--- config.mk ---
export PLATFORM = sky130hd
export DESIGN_NAME = tx_sched_arbiter
export DESIGN_NICKNAME = d
export VERILOG_FILES = /design/src/rtl/tx_sched_arbiter.sv
export SDC_FILE = /design/constraint.sdc
export NUM_CORES = 1
export LEC_CHECK = 0
export BUFFER_PORTS_ARGS = -buffer_cell sky130_fd_sc_hd__buf_2
export CAP_MARGIN = 20
export CORE_MARGIN = 2
export CORE_UTILIZATION = 52
export CTS_CLUSTER_SIZE = 10
export DETAILED_ROUTE_END_ITERATION = 8
export PLACE_DENSITY_LB_ADDON = 0.2
export SYNTH_ARGS = -nofsm -noshare
export SYNTH_HDL_FRONTEND = slang
export SYNTH_SLANG_ARGS = --single-unit
--- constraint.sdc ---
create_clock -name clock_i -period 4 [get_ports clock_i]
set_input_delay 0.2 -clock clock_i [delete_from_list [all_inputs] [get_ports clock_i]]
set_output_delay 0.2 -clock clock_i [all_outputs]
set_load 0.02 [all_outputs]
--- src/rtl/tx_sched_arbiter.sv ---
// Shares one serial transmitter among NREQ requesters: round-robin grant, load/send/tx_end handshake, watchdog abort.
// Define TX_ARB_FIXED_PRIO_EN to replace round-robin with fixed lowest-index-wins priority.
module tx_sched_arbiter #(
    parameter int NREQ    = 4,
    parameter int DATA_W  = 8,
    parameter int TIMEOUT = 2047
) (
    input  logic                     clock_i,
    input  logic                     reset_i,
    input  logic [NREQ-1:0]          req_i,
    input  logic [NREQ*DATA_W-1:0]   req_data_i,
    input  logic                     dsr_i,
    input  logic                     tx_end_i,
    output logic                     tx_load_o,
    output logic                     tx_send_o,
    output logic [DATA_W-1:0]        tx_data_o,
    output logic [NREQ-1:0]          grant_o,
    output logic [NREQ-1:0]          ack_o,
    output logic                     timeout_o,
    output logic                     busy_o,
    output logic [15:0]              frame_cnt_o
);

    localparam int LW = (NREQ > 1) ? $clog2(NREQ) : 1;
    localparam logic [11:0] WCNT_LAST = 12'(TIMEOUT - 1);

    typedef enum logic [2:0] {
        S_IDLE,
        S_LOAD,
        S_SEND,
        S_WAIT_END,
        S_DONE
    } state_t;

    state_t              state_q;
    logic                tx_load_q;
    logic                tx_send_q;
    logic [DATA_W-1:0]   tx_data_q;
    logic [NREQ-1:0]     grant_q;
    logic [NREQ-1:0]     ack_q;
    logic                timeout_q;
    logic                busy_q;
    logic [15:0]         frame_cnt_q;
    logic [11:0]         wcnt_q;
    logic [LW-1:0]       win_d;
    logic                found_d;

`ifdef TX_ARB_FIXED_PRIO_EN
    always_comb begin
        win_d   = '0;
        found_d = 1'b0;
        for (int i = 0; i < NREQ; i++) begin
            if (!found_d && req_i[i]) begin
                win_d   = LW'(i);
                found_d = 1'b1;
            end
        end
    end
`else
    logic [LW-1:0] last_q;
    int            idx_d;

    // Scan starts one past the previous winner and wraps.
    always_comb begin
        win_d   = '0;
        found_d = 1'b0;
        idx_d   = 0;
        for (int k = 1; k <= NREQ; k++) begin
            idx_d = int'(last_q) + k;
            if (idx_d >= NREQ) idx_d = idx_d - NREQ;
            if (!found_d && req_i[LW'(idx_d)]) begin
                win_d   = LW'(idx_d);
                found_d = 1'b1;
            end
        end
    end
`endif

    always_ff @(posedge clock_i or posedge reset_i) begin
        if (reset_i) begin
            state_q     <= S_IDLE;
            tx_load_q   <= 1'b0;
            tx_send_q   <= 1'b0;
            tx_data_q   <= '0;
            grant_q     <= '0;
            ack_q       <= '0;
            timeout_q   <= 1'b0;
            busy_q      <= 1'b0;
            frame_cnt_q <= '0;
            wcnt_q      <= '0;
`ifndef TX_ARB_FIXED_PRIO_EN
            last_q      <= LW'(NREQ - 1);
`endif
        end else begin
            case (state_q)
                S_IDLE: begin
                    if (dsr_i && (|req_i)) begin
`ifndef TX_ARB_FIXED_PRIO_EN
                        last_q <= win_d;
`endif
                        tx_data_q <= req_data_i[int'(win_d)*DATA_W +: DATA_W];
                        grant_q   <= NREQ'(1) << win_d;
                        tx_load_q <= 1'b1;
                        busy_q    <= 1'b1;
                        state_q   <= S_LOAD;
                    end
                end
                S_LOAD: begin
                    tx_load_q <= 1'b0;
                    tx_send_q <= 1'b1;
                    state_q   <= S_SEND;
                end
                S_SEND: begin
                    tx_send_q <= 1'b0;
                    wcnt_q    <= '0;
                    state_q   <= S_WAIT_END;
                end
                S_WAIT_END: begin
                    // A tx_end arriving on the last watchdog cycle still counts as success.
                    if (tx_end_i) begin
                        ack_q   <= grant_q;
                        state_q <= S_DONE;
                        if (frame_cnt_q != 16'hFFFF) frame_cnt_q <= frame_cnt_q + 16'd1;
                    end else if (wcnt_q == WCNT_LAST) begin
                        ack_q     <= grant_q;
                        timeout_q <= 1'b1;
                        state_q   <= S_DONE;
                    end else begin
                        wcnt_q <= wcnt_q + 12'd1;
                    end
                end
                S_DONE: begin
                    ack_q     <= '0;
                    timeout_q <= 1'b0;
                    grant_q   <= '0;
                    busy_q    <= 1'b0;
                    state_q   <= S_IDLE;
                end
                default: state_q <= S_IDLE;
            endcase
        end
    end

    assign tx_load_o   = tx_load_q;
    assign tx_send_o   = tx_send_q;
    assign tx_data_o   = tx_data_q;
    assign grant_o     = grant_q;
    assign ack_o       = ack_q;
    assign timeout_o   = timeout_q;
    assign busy_o      = busy_q;
    assign frame_cnt_o = frame_cnt_q;

endmodule

# Yosys cells after proc, flatten, opt, wreduce, memory -nomap -nowiden

Cells that the tools add are included.
W data, S select, Z words.

$lt $le $gt $ge: 8
$add $sub $neg: 10
Muxes and demuxes: 42
Shifts and indexed selects: 2
Eq/ne operators: 11
Reductions and logical operators: 22

Operators by type and width:

| cell                    | count |
|---|---|
| $shiftx A32 B6 Y8       | 1 |
| $mux W12                | 2 |
| $pmux W12 S2            | 1 |
| $add A16 B1 Y16 const B | 1 |
| $lt A2 B4 Y1 const B    | 4 |
| $mux W2                 | 8 |
| $ne A16 B16 Y1 const B  | 1 |
| $pmux W4 S2             | 2 |
| $mux W1                 | 14 |
| $add A12 B1 Y12 const B | 1 |
| $eq A12 B11 Y1 const B  | 1 |
| $mux W4                 | 3 |
| $pmux W3 S4             | 1 |
| $reduce_and A2 Y1       | 5 |
| $reduce_bool A2 Y1      | 5 |
| $ge A3 B3 Y1 const B    | 3 |
| $mux W3                 | 3 |
| $reduce_and A3 Y1       | 3 |
| $bmux W1 S2             | 4 |
| $ne A2 B2 Y1 const B    | 4 |
| $pmux W1 S2             | 4 |
| $sub A2 B1 Y2 const B   | 4 |
| $add A2 B2 Y3 const B   | 2 |
| $eq A3 B2 Y1 const B    | 2 |
| 11 further kinds        | 16 |

Register bits: 53
Logic and storage cells: 106
Output and inout bits: 36

# Logic depth before layout (Yosys ltp)

Gate-level depths: netlist of run 1.

Depth in word-level cells: 19
Depth in mapped cells: 8
Gate-level depth less buffers: 7

# Worst setup path before layout of run 1

Ideal clock, no wire load.

Kind: register to register
From: register last_q[1]
To: register tx_data_q[0], in the netlist tx_data_o[0]
Slack: 2.124 ns
Buffers on the path: 1
Library setup time: 0.126 ns
Required time: 3.874 ns
Data arrival time: 1.750 ns
Cell stages (with the launch flop): 7
Period minus slack after synthesis: 1.876 ns
Path through: dfstp_2 > mux2i_1 > o22ai_1 > a21oi_2 > buf_6 > mux2_4 > a221o_1

Longest elaborated chain between the ends: 17
Elaborated cells on any way between the ends: 42
Classes of those cells: add/sub: 8; order compare: 4; shift: 1; mux: 23; reduce/logical: 6

Ends and longest elaborated chain:

| what                                                 | line | RTL |
|---|---|---|
| start, declared                                      | 60   | `logic [LW-1:0] last_q;` |
| start signal, assigned                               | 92   | `last_q <= LW'(NREQ - 1);` |
| start signal, assigned                               | 99   | `last_q <= win_d;` |
| $add A2 B1 Y3                                        | 69   | `idx_d = int'(last_q) + k;` |
| $ge A3 B3 Y1 / $sub A2 B1 Y2 (equally long branches) | 70   | `if (idx_d >= NREQ) idx_d = idx_d - NREQ;` |
| $mux W2                                              | 70   |  |
| $bmux W1 S2                                          | 71   | `if (!found_d && req_i[LW'(idx_d)]) begin` |
| $mux W1 (not written as such) (2 in series)          | 71   |  |
| $mux W1                                              | 71   |  |
| $logic_not A1 Y1                                     | 71   |  |
| $logic_and A1 B1 Y1                                  | 71   |  |
| $mux W1                                              | 71   |  |
| $logic_not A1 Y1                                     | 71   |  |
| $logic_and A1 B1 Y1                                  | 71   |  |
| $mux W1                                              | 71   |  |
| $logic_not A1 Y1                                     | 71   |  |
| $logic_and A1 B1 Y1                                  | 71   |  |
| $mux W2 *                                            | 71   |  |
| $shiftx A32 B6 Y8 *                                  | 101  | `tx_data_q <= req_data_i[int'(win_d)*DATA_W +: DATA_W];` |
| end signal, assigned                                 | 101  |  |
| end, declared                                        | 38   | `logic [DATA_W-1:0] tx_data_q;` |

Every way passes the cells marked *; elsewhere a longest branch is shown, timed or not. The select of a mux whose other input is x is not followed.
A chain may end at the register's enable or synchronous reset.

# Worst setup path in the final report of run 1

From: register last_q[1]
To: register tx_data_q[7], in the netlist tx_data_o[7]

The elaborated chain is that of the path after synthesis.

==> results of run 1 <==
## worst min-delay path: stages
cell	delay (ns)
buf_2	0.08
mux2_4	0.13
a221o_1	0.12
## power groups by stage
stage	clock network (mW)	logic (mW)	registers, mW
5_1_grt	0.332	0.871	0.853
4_1_cts	0.309	0.803	0.826
3_3_place_gp	0	0.775	0.833
6_report	0.296	0.790	0.826
3_5_place_dp	0	0.802	0.835
2_1_floorplan	0	0.493	0.923
## cells in the mapped netlist, types with 4 or more instances
cell / n / area, sq um
a221o_1: 8 / 80.1
inv_1: 10 / 37.5
nand3_2: 9 / 90.1
o21ai_1: 5 / 25.0
o21ai_0: 4 / 20.0
xnor2_1: 9 / 78.8
dfrtp_1: 51 / 1280
mux2_4: 7 / 105
xor2_1: 12 / 105
buf_2: 5 / 25.0
a21oi_1: 8 / 40.0
nor2_1: 35 / 131
nand2b_1: 4 / 25.0
nand3_1: 15 / 75.1
nand2_1: 17 / 63.8
nand4_1: 9 / 56.3
nor3_1: 10 / 50.1
mux2i_1: 13 / 130
## worst max-delay path by stage
stage,startpoint,endpoint,cells after the start
6_report,last_q[1],tx_data_o[7],5
5_1_grt,last_q[1],tx_data_o[7],5
4_1_cts,last_q[1],tx_data_o[7],5
3_5_place_dp,last_q[1],tx_data_o[7],5
3_3_place_gp,last_q[1],tx_data_o[7],5
2_1_floorplan,last_q[1],tx_data_o[0],6
## metrics by stage
step | setup WS (ns) | instance area (sq um) | std cells | utilization | hold WS, ns
final | 1.45 | 3400 | 427 | 0.626 | 0.246
after global routing | 1.33 | 3400 | 427 | 0.626 | 0.248
after detailed placement | 1.44 | 3310 | 418 | 0.608 | 0.165
after floorplan | 2.12 | 2900 | 280 | - | 0.393
after global placement | 1.51 | 3290 | 417 | 0.605 | 0.456
after CTS | 1.44 | 3400 | 427 | 0.626 | 0.236
## state kept, by name, indices dropped and copies added, names as in the netlist
name and count:
ack_o 4, busy_o 1, state_q 3, tx_send_o 1, wcnt_q 12, timeout_o 1, tx_data_o 8, frame_cnt_o 16
last_q 2, tx_load_o 1, grant_o 4
## area by class of cell
cell class	instances	area, sq um
fillers	471	2030
multi-input cells	205	1440
flip-flops and latches	53	1330
repair buffers	79	420
well taps	72	90.1
clock buffers	5	68.8
inverters	10	37.5
clock inverters	3	17.5
## metal layers
| layer | vias to the layer above | routed length, microns | share of wire | GRT usage |
|---|---|---|---|---|
| li1 | 1138 | - | - | - |
| met1 | 1074 | 2590 | 0.46 | 0.259 |
| met2 | 60 | 2730 | 0.48 | 0.337 |
| met3 | 7 | 283 | 0.050 | 0.0414 |
| met4 | 0 | 80 | 0.014 | 0.0579 |
| met5 | - | 0 | 0 | 0 |
## cells by family after synthesis
| group | Yosys count | share of synthesized area |
|---|---|---|
| xor gates and xnor gates | 21 | 0.0635 |
| AOI/OAI and AO/OA | 39 | 0.105 |
| adders and majority gates | 3 | 0.0130 |
| buffers and inverters | 22 | 0.0436 |
| DFF | 53 | 0.459 |
| muxes | 23 | 0.0929 |
| and+or+nand+nor | 119 | 0.223 |
==> impl_metrics.json, run 1 <==
{
  "dr.pass1.iters": 4,
  "vias": 2279,
  "arrival_ns": 2.75,
  "status": "finished clean",
  "hold_buffers": 1,
  "p_seq_frac": 0.432,
  "dp_hpwl_microns": 4240,
  "chipHeight_microns": 78.6,
  "critPathCaptureType": "flip-flop",
  "hp-class": "input port to flip-flop",
  "whs_path_depth": 3,
  "drive_gt1_frac": 0.324,
  "p_switching_mw": 0.781,
  "antenna_cells": 0,
  "r2r_setup_slack_ns": 1.45,
  "ys_seq_area_frac": 0.459,
  "reg2regPathDepth": 5,
  "grt_pass1_vias": 2271,
  "max_slew.worst_pin.slew_ns": 1.11,
  "slowest_stage": "a21oi_2",
  "coreArea_sq_um": 5440,
  "synthArstFlopShare": 1.00,
  "clock.fmax_mhz": 392,
  "cts_buffers": 5,
  "p_clk_frac": 0.155,
  "cts_max_level": 2,
  "syn_area_sq_um": 2900,
  "finalWirelength_microns": 5690,
  "grt_pass1_wl_microns": 9930,
  "fin_setup_tns_ns": 0,
  "ys_warn_count": 0,
  "cp_data_required_time_ns": 4.20,
  "wl_per_cell_microns": 13.3,
  "rsz0062_at_grt": "false",
  "cts_max_path_buffers": 2,
  "cp_slowest_stage_delay_ns": 0.81,
  "comb_power_share": 0.413,
  "post-route-period-util": 0.638,
  "switching_share": 0.409,
  "synth_nets": 323,
  "crit_type": "flip-flop to flip-flop",
  "avgSynthCellArea_sq_um": 10.3,
  "period_minus_slack_ns": 2.55,
  "overflow": 0,
  "antenna_found_initial": 0,
  "cp_cell_sequence": "mux2i_1 > o22ai_1 > a21oi_2 > mux2_2 > a221o_1",
  "final_common_cell": "buf_2",
  "antenna_left": 0,
  "finalHoldViolCount": 0,
  "start_kind": "flip-flop",
  "clkSinkCount": 53,
  "dr.first_iter.drc_count": 75,
  "gp_congestion": 0.832,
  "setup_viol": 0,
  "ctsResizeCount": 0,
  "slew_headroom": 0.261,
  "mostFrequentLayoutCells": "75 x buf_2, 51 x dfrtp_1, 35 x nor2_1, 17 x nand2_1, 15 x nand3_1",
  "viasPerCell": 5.34,
  "initial_utilization": 0.533,
  "clock_latency_ns": 0.31,
  "p_int_mw": 1.13,
  "drcViolationCount": 0,
  "io_buffers": 75,
  "slew_violations": 0,
  "cts_root_buffer": "clkbuf_8",
  "ys_seq_elements": 53,
  "row_count": 27,
  "critPathBufInv": 0,
  "io_pins": 76,
  "power_per_cell_area_nw_per_um2": 562,
  "ys_types": 52,
  "syn2layout_area_growth_pct": 17.5,
  "power_leakage_nw": 1.66,
  "die_area_sq_um": 6180,
  "worst_r2r_endpoint": "tx_data_o[7]",
  "synth_edf_count": 0,
  "grt_usage": 0.199,
  "r2r-start": "last_q[1]",
  "synth_flop_cell": "dfrtp_1",
  "critical-path-top-delay-family": "compound AO/OA/AOI/OAI gates",
  "postSynthCellCount": 280,
  "hold_path_end": "tx_data_o[0]",
  "total_power_mw": 1.91,
  "hp-start": "req_data_i[24]",
  "vdd_drop_max_uv": 445,
  "postCtsSetupBuffers": 0,
  "die_w_microns": 78.6,
  "tritoncts": "built",
  "grt_start_max_net_pins": 43,
  "maxCapViolations": 0,
  "cp_max_fo": 16,
  "skew_ns": 0.00713,
  "final_nets": 397,
  "clkTransAtPathRegs_ns": 0.09
}
No activity file was read; power rests on OpenSTA's default activity.
==> run 2, diff against run 1 <==
Settings changed: CORE_UTILIZATION 52 to 48.
Clock period 4 ns to 2.05 ns, I/O delays scaled along.
==> run 2 against run 1 <==
Net effect:
- maximum frequency increased by 27%
- combinational power is 130% higher
- first-iteration DRC count is 13% lower
- worst hold slack got worse by 0.091 ns
- design area rose by 5.7%
- wire length increased by 9.5%
- register-to-register slack worse by 1.4 ns
- critical path depth increased by 5
- clock skew rose by 0.00078 ns
- sequential share of layout area fell by 2.1 points
- sequential cell count unchanged
- critical endpoint is now tx_data_o[2]
==> impl_metrics.json, run 2 (synthesized netlist as in run 1, its figures left out) <==
{
  "final_common_cell": "buf_2",
  "period_minus_slack_ns": 2.01,
  "start_kind": "flip-flop",
  "status": "finished clean",
  "final_nets": 414,
  "dr.first_iter.drc_count": 65,
  "comb_power_share": 0.440,
  "grt_pass1_wl_microns": 9920,
  "clkTransAtPathRegs_ns": 0.09,
  "hp-class": "input port to flip-flop",
  "power_per_cell_area_nw_per_um2": 1150,
  "drive_gt1_frac": 0.355,
  "row_count": 28,
  "cp_max_fo": 7,
  "vdd_drop_max_uv": 644,
  "skew_ns": 0.00792,
  "critPathCaptureType": "flip-flop",
  "clock_latency_ns": 0.31,
  "vias": 2390,
  "place_area_sq_um": 3380,
  "die_area_sq_um": 6670,
  "clock.fmax_mhz": 497,
  "overflow": 0,
  "p_seq_frac": 0.382,
  "max_slew.worst_pin.slew_ns": 0.805,
  "fin_area_sq_um": 3600,
  "dr.pass1.iters": 4,
  "slew_headroom": 0.461,
  "chipHeight_microns": 81.7,
  "cts_max_level": 2,
  "finalWirelength_microns": 6230,
  "arrival_ns": 2.20,
  "viasPerCell": 5.35,
  "io_buffers": 75,
  "slowest_stage": "dfstp_2",
  "clkSinkCount": 53,
  "wl_per_cell_microns": 13.9,
  "drcViolationCount": 0,
  "tritoncts": "built",
  "initial_utilization": 0.492,
  "cts_root_buffer": "clkbuf_8",
  "cp_cell_sequence": "buf_4 > nor2b_1 > o21ai_1 > a21oi_2 > buf_4 > clkbuf_16 > buf_4 > buf_4 > mux2i_1 > a221o_1",
  "crit_path_frequent_cell": "buf_4",
  "p_clk_frac": 0.177,
  "slew_violations": 0,
  "syn2layout_area_growth_pct": 24.2,
  "dp_hpwl_microns": 4600,
  "gp_congestion": 0.765,
  "cp_data_required_time_ns": 2.24,
  "whs_ns": 0.155,
  "cp_slowest_stage_delay_ns": 0.54,
  "io_pins": 76,
  "cts_buffers": 5,
  "cts_max_path_buffers": 2,
  "finalHoldViolCount": 0,
  "grt_start_max_net_pins": 32,
  "critical-path-top-delay-family": "buffers and inverters",
  "crit_type": "flip-flop to flip-flop",
  "coreArea_sq_um": 5890,
  "die_w_microns": 81.7,
  "antenna_left": 0,
  "nFillCells": 522,
  "antenna_cells": 0,
  "setup_viol": 0,
  "mostFrequentLayoutCells": "75 x buf_2, 51 x dfrtp_1, 35 x nor2_1, 17 x nand2_1, 17 x buf_4",
  "antenna_found_initial": 0,
  "maxCapViolations": 0,
  "p_int_mw": 2.55,
  "power_leakage_nw": 1.77,
  "p_switching_mw": 1.57,
  "critPathBufInv": 5,
  "post-route-period-util": 0.982,
  "largest_reg_flops": 16,
  "grt_pass1_vias": 2166,
  "grt_usage": 0.190,
  "switching_share": 0.381
}
-- run 2: cell count changes in the layout (fill, tap and decap cells not counted), sizes merged --
| cell | delta |
|---|---|
| buf | +16 |
| bufinv | +1 |
| clkbuf | +3 |
| clkinv | -2 |
| clkinvlp | -1 |
-- run 2: final cells by class --
type / instances / area, sq um / area share
multi-input combinational: 205 / 1440 / 0.401
inverter: 10 / 37.5 / 0.0104
clock buffer: 7 / 86.3 / 0.0240
sequential: 53 / 1330 / 0.369
clock inverter: 1 / 30.0 / 0.00835
tap: 75 / 93.8 / 0.0261
timing repair buffer: 96 / 578 / 0.161
-- run 2: routing by layer --
metal  routed length (microns)  vias up  GRT usage
met3                       292        7     0.0451
met1                      2890     1143      0.253
met4                        73        0     0.0400
met2                      2970       62      0.316
li1                          -     1178          -
met5                         0        -          0
-- run 2: repair_timing --
item,in CTS,in global routing
hold buffers,1,0
endpoints found under the setup margin,0,7
buffers inserted,0,8
resized for setup,0,1
endpoints found under the hold margin,22,0
-- run 2: metrics by stage --
step	utilization	TNS, ns	instances	worst slack [ns]	total power, mW
floorplan	-	0	280	0.174	2.76
global placement	0.575	0	429	0.0961	3.25
detailed placement	0.575	0	429	0.0441	3.30
CTS	0.597	0	438	0.0365	4.05
global route	0.611	-0.0375	447	-0.0100	4.40
finish	0.611	0	447	0.0366	4.13
-- run 2: worst paths after layout --
path / end / slack (ns) / cells after the start / startpoint
min: tx_data_o[0] / 0.15 / 3 / req_data_i[16]
min in group asynchronous: frame_cnt_o[5] / 0.36 / 3 / reset_i
max in group asynchronous: last_q[1] / 1.07 / 4 / reset_i
min reg2reg: busy_o / 0.48 / 2 / busy_o
max: tx_data_o[2] / 0.04 / 10 / last_q[1]
max reg2reg: tx_data_o[2] / 0.04 / 10 / last_q[1]
-- run 2: worst min-delay path: cells and delay by family --
family / cells / cell delay [ns]
compound gates: 1 / 0.12
buf+inv: 1 / 0.08
mux: 1 / 0.12
-- run 2: power by group through the flow --
stage	registers, mW	logic (mW)	clock network [mW]
5_1_grt	1.62	1.98	0.796
3_5_place_dp	1.60	1.71	0
2_1_floorplan	1.80	0.962	0
6_report	1.58	1.82	0.732
3_3_place_gp	1.59	1.66	0
4_1_cts	1.58	1.71	0.757
==> run 3, diff against run 2 <==
Settings changed: CORE_UTILIZATION 48 to 52.
Clock period 2.05 ns to 2.45 ns, I/O delays scaled along.
==> run 3 against run 2 <==
Net effect:
- the run now ends with hold timing left
- first-iteration DRC count grew 42%
- maximum frequency shrank 1.4%
- combinational power shrank 27%
- core utilization grew 2.3 points
==> impl_metrics.json, run 3 (synthesized netlist as in run 1, its figures left out) <==
{
  "vdd_drop_max_uv": 562,
  "gp_congestion": 0.822,
  "chipHeight_microns": 78.6,
  "clock.fmax_mhz": 490,
  "post-route-period-util": 0.833,
  "slew_violations": 0,
  "final-seq-area_sq_um": 1330,
  "hold_buffers": 0,
  "io_buffers": 75,
  "wl_per_cell_microns": 13.9,
  "power_per_cell_area_nw_per_um2": 959,
  "multiInputGateArea_sq_um": 1440,
  "coreArea_sq_um": 5440,
  "ctsResizeCount": 0,
  "cts_max_level": 2,
  "start_kind": "flip-flop",
  "io_pins": 76,
  "vias": 2315,
  "status": "finished with violations",
  "max_slew.worst_pin.slew_ns": 0.835,
  "grt_pass1_wl_microns": 10100,
  "antenna_left": 0,
  "period_minus_slack_ns": 2.04,
  "arrival_ns": 2.24,
  "finalHoldViolCount": 42,
  "place_area_sq_um": 3330,
  "crit_type": "flip-flop to flip-flop",
  "maxCapViolations": 0,
  "skew_ns": 0.00788,
  "cts_max_path_buffers": 2,
  "antenna_cells": 0,
  "slowest_stage": "dfstp_2",
  "dr.first_iter.drc_count": 92,
  "cp_cell_sequence": "mux2i_1 > o22ai_1 > a21oi_2 > buf_12 > mux2_2 > a221o_1",
  "final_nets": 399,
  "cp_data_required_time_ns": 2.65,
  "clkTransAtPathRegs_ns": 0.10,
  "whs_ns": -0.00971,
  "viasPerCell": 5.40,
  "violations": "hold timing",
  "grt_start_max_net_pins": 54,
  "syn2layout_area_growth_pct": 19.0,
  "fin_setup_tns_ns": 0,
  "cp_slowest_stage_delay_ns": 0.61,
  "slew_headroom": 0.441,
  "cts_buffers": 5,
  "postCtsSetupBuffers": 0,
  "final_common_cell": "buf_2",
  "antenna_found_initial": 0,
  "rsz0062_at_grt": "false",
  "nFillCells": 490,
  "grt_pass1_vias": 2247,
  "row_count": 27,
  "grt_usage": 0.204,
  "die_area_sq_um": 6180,
  "critPathCaptureType": "flip-flop",
  "fin_area_sq_um": 3450,
  "hp-class": "input port to asynchronous set/reset pin",
  "mostFrequentLayoutCells": "75 x buf_2, 51 x dfrtp_1, 35 x nor2_1, 17 x nand2_1, 15 x nand3_1",
  "clock_latency_ns": 0.31,
  "final_util": 0.634,
  "die_w_microns": 78.6,
  "cts_root_buffer": "clkbuf_8",
  "overflow": 0,
  "drive_gt1_frac": 0.328,
  "tritoncts": "built",
  "finalWirelength_microns": 5950,
  "power_leakage_nw": 1.69,
  "cp_max_fo": 20,
  "dp_hpwl_microns": 4290,
  "initial_utilization": 0.533,
  "largest_reg_flops": 16,
  "dr.pass1.iters": 4,
  "drcViolationCount": 0,
  "setup_viol": 0,
  "clkSinkCount": 53
}
## run 3: cell types whose count changed in the layout (fill, tap and decap cells not counted)
cell and delta:
dlygate4sd3_1 -1, and2_1 +1, buf_12 -1, buf_4 -12, clkbuf_16 -1, and2_2 -1
## run 3: final cells by class
| cell class | instances | share of cell area |
|---|---|---|
| tap | 72 | 0.0261 |
| clock buffer | 7 | 0.0250 |
| timing repair buffer | 81 | 0.126 |
| sequential | 53 | 0.385 |
| inverter | 10 | 0.0109 |
| clock inverter | 1 | 0.00871 |
| multi-input combinational | 205 | 0.418 |
## run 3: final timing paths
kind	end	cells past startpoint	slack, ns	start
max	tx_data_o[7]	6	0.41	last_q[1]
min	frame_cnt_o[5]	3	-0.01	reset_i
max reg2reg	tx_data_o[7]	6	0.41	last_q[1]
min reg2reg	frame_cnt_o[15]	1	0.49	frame_cnt_o[15]
max in group asynchronous	wcnt_q[3]	3	2.03	reset_i
min in group clock_i	tx_data_o[2]	3	0.16	req_data_i[18]
## run 3: through the flow
stage | total power [mW] | setup WS [ns] | cells
floorplan | 2.31 | 0.574 | 280
global placement | 2.66 | 0.463 | 421
detailed placement | 2.71 | 0.397 | 421
CTS | 3.33 | 0.391 | 429
global route | 3.51 | 0.319 | 429
finish | 3.30 | 0.408 | 429
## run 3: routing by layer
metal | GRT usage | routed length, microns | vias up
li1 | - | - | 1149
met1 | 0.267 | 2730 | 1091
met2 | 0.342 | 2840 | 64
met3 | 0.0437 | 283 | 11
met4 | 0.0579 | 93 | 0
met5 | 0 | 0 | -
## run 3: worst max-delay path: cells and delay by family, from the launching register on
family	cells	cell delay [ns]
AOI/OAI and AO/OA	3	0.58
DFF	1	0.61
buffers and inverters	1	0.20
muxes	2	0.54
## run 3: power by group
| part | switching, mW | internal, mW | leakage (nW) | total [mW] |
|---|---|---|---|---|
| Combinational | 0.771 | 0.560 | 0.945 | 1.33 |
| Clock | 0.290 | 0.334 | 0.0585 | 0.623 |
| Sequential | 0.233 | 1.12 | 0.683 | 1.35 |
